<file path="src/rtl/msf_encoder.sv">
// MSF time-signal carrier envelope encoder: one second is ten 100 ms slots,
// and the content for each second is accepted over a ready/valid handshake at the second boundary.
module msf_encoder #(
  parameter int CLK_FREQ = 12500
) (
  input  logic       clk_i,
  input  logic       rst_ni,
  input  logic       enable_i,
  input  logic       sec_valid_i,
  input  logic       minute_mark_i,
  input  logic       bit_a_i,
  input  logic       bit_b_i,
  output logic       sec_ready_o,
  output logic       data_o,
  output logic       second_start_o,
  output logic [3:0] slot_o,
  output logic       busy_o,
  output logic       underrun_o
);

  localparam int COUNT_FULL = CLK_FREQ / 10;
  localparam int CNT_W      = $clog2(COUNT_FULL);
  localparam logic [CNT_W-1:0] CNT_LAST = CNT_W'(COUNT_FULL - 1);

  typedef enum logic {S_IDLE, S_RUN} state_t;

  state_t           r_state, w_state_next;
  logic [CNT_W-1:0] r_count, w_count_next;
  logic [3:0]       r_slot, w_slot_next;
  logic             r_data, w_data_next;
  logic             r_mark, w_mark_next;
  logic             r_a, w_a_next;
  logic             r_b, w_b_next;
  logic             r_second_start, w_second_start_next;
  logic             r_underrun, w_underrun_next;
  logic             w_boundary;

  // Carrier level for a given slot of the latched second.
  function automatic logic slot_level(input logic mark, input logic a,
                                      input logic b, input logic [3:0] slot);
    if (mark) return (slot >= 4'd5);
    case (slot)
      4'd0:    return 1'b0;
      4'd1:    return ~a;
      4'd2:    return ~b;
      default: return 1'b1;
    endcase
  endfunction

  always_ff @(posedge clk_i or negedge rst_ni) begin
    if (!rst_ni) begin
      r_state        <= S_IDLE;
      r_count        <= '0;
      r_slot         <= 4'd0;
      r_data         <= 1'b1;
      r_mark         <= 1'b0;
      r_a            <= 1'b0;
      r_b            <= 1'b0;
      r_second_start <= 1'b0;
      r_underrun     <= 1'b0;
    end else begin
      r_state        <= w_state_next;
      r_count        <= w_count_next;
      r_slot         <= w_slot_next;
      r_data         <= w_data_next;
      r_mark         <= w_mark_next;
      r_a            <= w_a_next;
      r_b            <= w_b_next;
      r_second_start <= w_second_start_next;
      r_underrun     <= w_underrun_next;
    end
  end

  always_comb begin
    w_boundary = ((r_state == S_IDLE) && enable_i) ||
                 ((r_state == S_RUN) && (r_slot == 4'd9) && (r_count == CNT_LAST));

    w_state_next        = r_state;
    w_count_next        = r_count;
    w_slot_next         = r_slot;
    w_data_next         = r_data;
    w_mark_next         = r_mark;
    w_a_next            = r_a;
    w_b_next            = r_b;
    w_second_start_next = 1'b0;
    w_underrun_next     = 1'b0;

    if (!enable_i) begin
      // Disabling abandons the second in progress without flagging an underrun.
      w_state_next = S_IDLE;
      w_count_next = '0;
      w_slot_next  = 4'd0;
      w_data_next  = 1'b1;
      w_mark_next  = 1'b0;
      w_a_next     = 1'b0;
      w_b_next     = 1'b0;
    end else if (w_boundary) begin
      w_state_next        = S_RUN;
      w_count_next        = '0;
      w_slot_next         = 4'd0;
      w_mark_next         = sec_valid_i & minute_mark_i;
      w_a_next            = sec_valid_i & bit_a_i;
      w_b_next            = sec_valid_i & bit_b_i;
      w_data_next         = 1'b0;
      w_second_start_next = 1'b1;
      w_underrun_next     = ~sec_valid_i;
    end else if (r_count == CNT_LAST) begin
      w_count_next = '0;
      w_slot_next  = r_slot + 4'd1;
      w_data_next  = slot_level(r_mark, r_a, r_b, r_slot + 4'd1);
    end else begin
      w_count_next = r_count + 1'b1;
    end
  end

  // Gated by rst_ni so the strobe drops immediately during reset.
  assign sec_ready_o    = w_boundary & enable_i & rst_ni;
  assign data_o         = r_data;
  assign second_start_o = r_second_start;
  assign slot_o         = r_slot;
  assign busy_o         = (r_state == S_RUN);
  assign underrun_o     = r_underrun;

endmodule
</file>
<file path="config.mk">
export PLATFORM = sky130hd
export DESIGN_NAME = msf_encoder
export DESIGN_NICKNAME = d
export VERILOG_FILES = /design/src/rtl/msf_encoder.sv
export SDC_FILE = /design/constraint.sdc
export NUM_CORES = 1
export LEC_CHECK = 0
export ABC_CLOCK_PERIOD_IN_PS = 3800
export BUFFER_PORTS_ARGS = -buffer_cell sky130_fd_sc_hd__clkbuf_2
export CAP_MARGIN = 30
export CORE_MARGIN = 2
export CORE_UTILIZATION = 40
export DETAILED_ROUTE_END_ITERATION = 7
export PLACE_DENSITY = 0.56
export SLEW_MARGIN = 20
export SYNTH_ARGS = -nofsm -noshare
export SYNTH_HDL_FRONTEND = slang
export SYNTH_SLANG_ARGS = --single-unit
</file>
<file path="constraint.sdc">
create_clock -name clk_i -period 3.8 [get_ports clk_i]
set_input_delay 0.19 -clock clk_i [delete_from_list [all_inputs] [get_ports clk_i]]
set_output_delay 0.19 -clock clk_i [all_outputs]
set_load 0.01 [all_outputs]
</file>
==> results.py <==
metrics = {
    "pwr": {
        "clkPwrFrac_pct": 31.9,
        "leakagePower_nw": 0.5764,
        "p_comb_share_pct": 6.3,
        "power_switching_mw": 0.08709,
        "sw_frac_of_total_pct": 22.15,
        "vdd_ir_drop_max_v": 0.0002447,
        "intPower_mw": 0.3061,
        "powerDensity_nw_per_um2": 304.2,
        "p_seq_share_pct": 61.7,
    },
    "layout": {
        "drive_gt1_share_pct": 18.18,
        "layout_commonest_cell": "dfrtp_1",
        "final_nets": 147,
        "area_delta_synth_final_pct": 12.90,
        "final_cell_mix": "21 x dfrtp_1, 15 x nor2_1, 15 x clkbuf_2",
        "n_antenna_cell": 0,
    },
    "sta": {
        "min_period_ns": 2.541,
        "worst_pin_slew_ns": 0.6779,
        "final_max_slew_viol_count": 0,
        "relSlewSlack_pct": 54.31,
        "finalClockSkew_ns": 0.004907,
        "fin_tns_setup_ns": 0,
        "fmax_ghz": 0.3935,
        "hold_violations": 0,
        "period_share_pct": 66.87,
        "setup_viol_count_final": 0,
        "holdWs_ns": 0.08797,
        "rsz0062_at_grt": "false",
    },
    "place": {
        "gp_congestion": 0.8724,
        "io_buffers": 15,
        "dpl.hpwl_microns": 1587,
    },
    "grt": {
        "grt_first_pass_wirelength_microns": 3877,
        "grt_max_degree": 24,
        "antenna_found_initial": 0,
        "grt_pass1_vias": 842,
        "gr-total-overflow": 0,
        "grt_usage_pct": 15.05,
    },
    "logic_synthesis": {
        "synth_nets": 129,
        "syn-cell-area_sq_um": 1145,
        "yosys_warnings": 0,
        "yosysUniqueCellTypes": 32,
        "syn_avg_cell_area_sq_um": 9.955,
        "synth_seq_cells": 22,
        "syn_inst": 115,
        "synth_seq_area_share_pct": 48.20,
    },
    "clock_tree": {
        "cts_resized": 0,
        "clock_path_buffers": 2,
        "htree_num_levels": 1,
        "cts_root_buffer": "clkbuf_4",
        "cts_tree": "done",
        "cts.sinks": 22,
        "numCtsBuffers": 3,
        "path_clk_slew_ns": 0.12,
        "clk_latency_ns": 0.30,
    },
    "die": {
        "die-width_microns": 57.50,
        "start_util_pct": 41.88,
        "die_area_sq_um": 3306,
        "num_rows": 19,
        "chipHeight_microns": 57.50,
        "core_sq_um": 2734,
        "io_pins": 16,
    },
    "job": {
        "max-cap-violations": 0,
    },
    "routing": {
        "drc_errors": 0,
        "vias": 878,
        "firstDrtPassIters": 5,
        "drt_iter0_markers": 15,
        "ant_nets": 0,
        "drt_wl_total_microns": 2141,
        "via_per_inst": 5.387,
        "wl_per_cell_microns": 13.13,
    },
    "setup_path": {
        "cp_data_arrival_time_ns": 2.35,
        "reg2reg_depth": 4,
        "end_kind": "primary output",
        "crit_fanout": 8,
        "cp.required_ns": 3.61,
        "crit_type": "flip-flop to primary output",
        "reg2reg_slack_ns": 1.78,
        "start_kind": "flip-flop",
        "r2r-end": "underrun_o$_DFF_PN0_",
        "worst_r2r_startpoint": "r_count[3]$_DFF_PN0_",
    },
    "hold_path": {
        "whs_endpoint": "underrun_o$_DFF_PN0_",
        "min_path_cells": 2,
        "hold_path_class": "primary input to flip-flop",
        "hold_start": "sec_valid_i",
    },
    "status": {
        "status": "finished, final reports clean",
    },
}
==> cell usage after synthesis <==
library cell,instances,share of area (%)
a41o_1,1,0.87
nand4b_1,1,0.77
a311oi_1,1,0.77
o41ai_2,1,1.4
or4b_4,1,1.2
a31oi_1,1,0.55
xnor2_1,4,3.1
o21ai_0,5,2.2
nor3_1,2,0.87
and2_1,1,0.55
dfstp_2,1,2.3
clkbuf_1,2,0.66
ha_1,7,7.6
dfrtp_1,21,46
nor3_2,1,0.87
or3_1,1,0.55
nand3_1,6,2.6
a21oi_1,3,1.3
nor3b_1,1,0.66
or3_4,1,0.98
o21ai_1,1,0.44
nor4_1,1,0.55
nand4_1,7,3.8
buf_2,1,0.44
nand4bb_1,1,0.98
and4_1,1,0.77
inv_1,4,1.3
xor2_1,7,5.4
nand2_1,12,3.9
nor2_1,15,4.9
and3_1,2,1.1
a21boi_0,1,0.66
==> layer usage <==
metal  track usage [%]  vias to the layer above  routed length (microns)
met2             24.19                       11                     1085
met3             2.721                        4                       49
met5                 0                        -                        0
li1                  -                      435                        -
met1             19.71                      428                      978
met4             6.977                        0                       27
==> area by class of cell <==
type / instances / area [sq um]
clock buffers: 4 / 36.28
fillers: 267 / 1441
inverters: 4 / 15.01
multi-input cells: 86 / 565.5
flip-flops and latches: 22 / 551.8
well taps: 31 / 38.79
repair buffers: 16 / 85.08
==> worst max-delay path, cell delays in order, from the launching register on <==
cell	delay [ns]
dfrtp_1	0.43
or4b_4	0.57
o41ai_2	0.68
and3_1	0.24
clkbuf_2	0.13
==> how the worst max path moves through the flow <==
stage | endpoint | start | cells after the start
detailed placement | sec_ready_o | r_count[3]$_DFF_PN0_ | 4
global route | sec_ready_o | slot_o[1]$_DFFE_PN0P_ | 6
floorplan | sec_ready_o | r_count[3]$_DFF_PN0_ | 3
CTS | sec_ready_o | r_count[3]$_DFF_PN0_ | 4
global placement | sec_ready_o | r_count[3]$_DFF_PN0_ | 4
finish | sec_ready_o | r_count[3]$_DFF_PN0_ | 4
==> per-stage QoR <==
stage / total power [mW] / util (%) / instances / worst slack [ns] / instance area (sq um)
floorplan: 0.2588 / - / 115 / 1.849 / 1145
global placement: 0.2717 / 45.58 / 158 / 1.673 / 1246
detailed placement: 0.2720 / 45.58 / 158 / 1.609 / 1246
CTS: 0.4004 / 47.28 / 163 / 1.247 / 1292
global route: 0.4164 / 47.28 / 163 / 1.034 / 1292
finish: 0.3932 / 47.28 / 163 / 1.259 / 1292
==> power by group through the flow <==
| stage | clock network, mW | registers (mW) | logic [mW] |
|---|---|---|---|
| after CTS | 0.132 | 0.243 | 0.0256 |
| after detailed placement | 0 | 0.247 | 0.0247 |
| after global placement | 0 | 0.247 | 0.0246 |
| after global routing | 0.144 | 0.244 | 0.0285 |
| after floorplan | 0 | 0.248 | 0.0110 |
| final | 0.125 | 0.243 | 0.0249 |
==> state kept, by name (all words and copies together) (netlist names) <==
| register | cells |
|---|---|
| r_count | 11 |
| slot_o | 4 |
| busy_o | 1 |
| data_o | 1 |
| r_a | 1 |
| r_b | 1 |
| r_mark | 1 |
| second_start_o | 1 |
| underrun_o | 1 |
==> cells by family after synthesis <==
kind of cell / count (synthesis) / synth area share, %
buf+inv: 7 / 2.404
simple gates: 54 / 25.14
xor+xnor: 11 / 8.415
flops: 22 / 48.20
compound gates: 14 / 8.197
fa+ha+maj: 7 / 7.650
==> repair_timing <==
action                    CTS  global route
hold buffers                1             0
hold endpoints to repair   21             0
buffers inserted            0             0
Note: power is estimated with default switching activity, not from simulation.
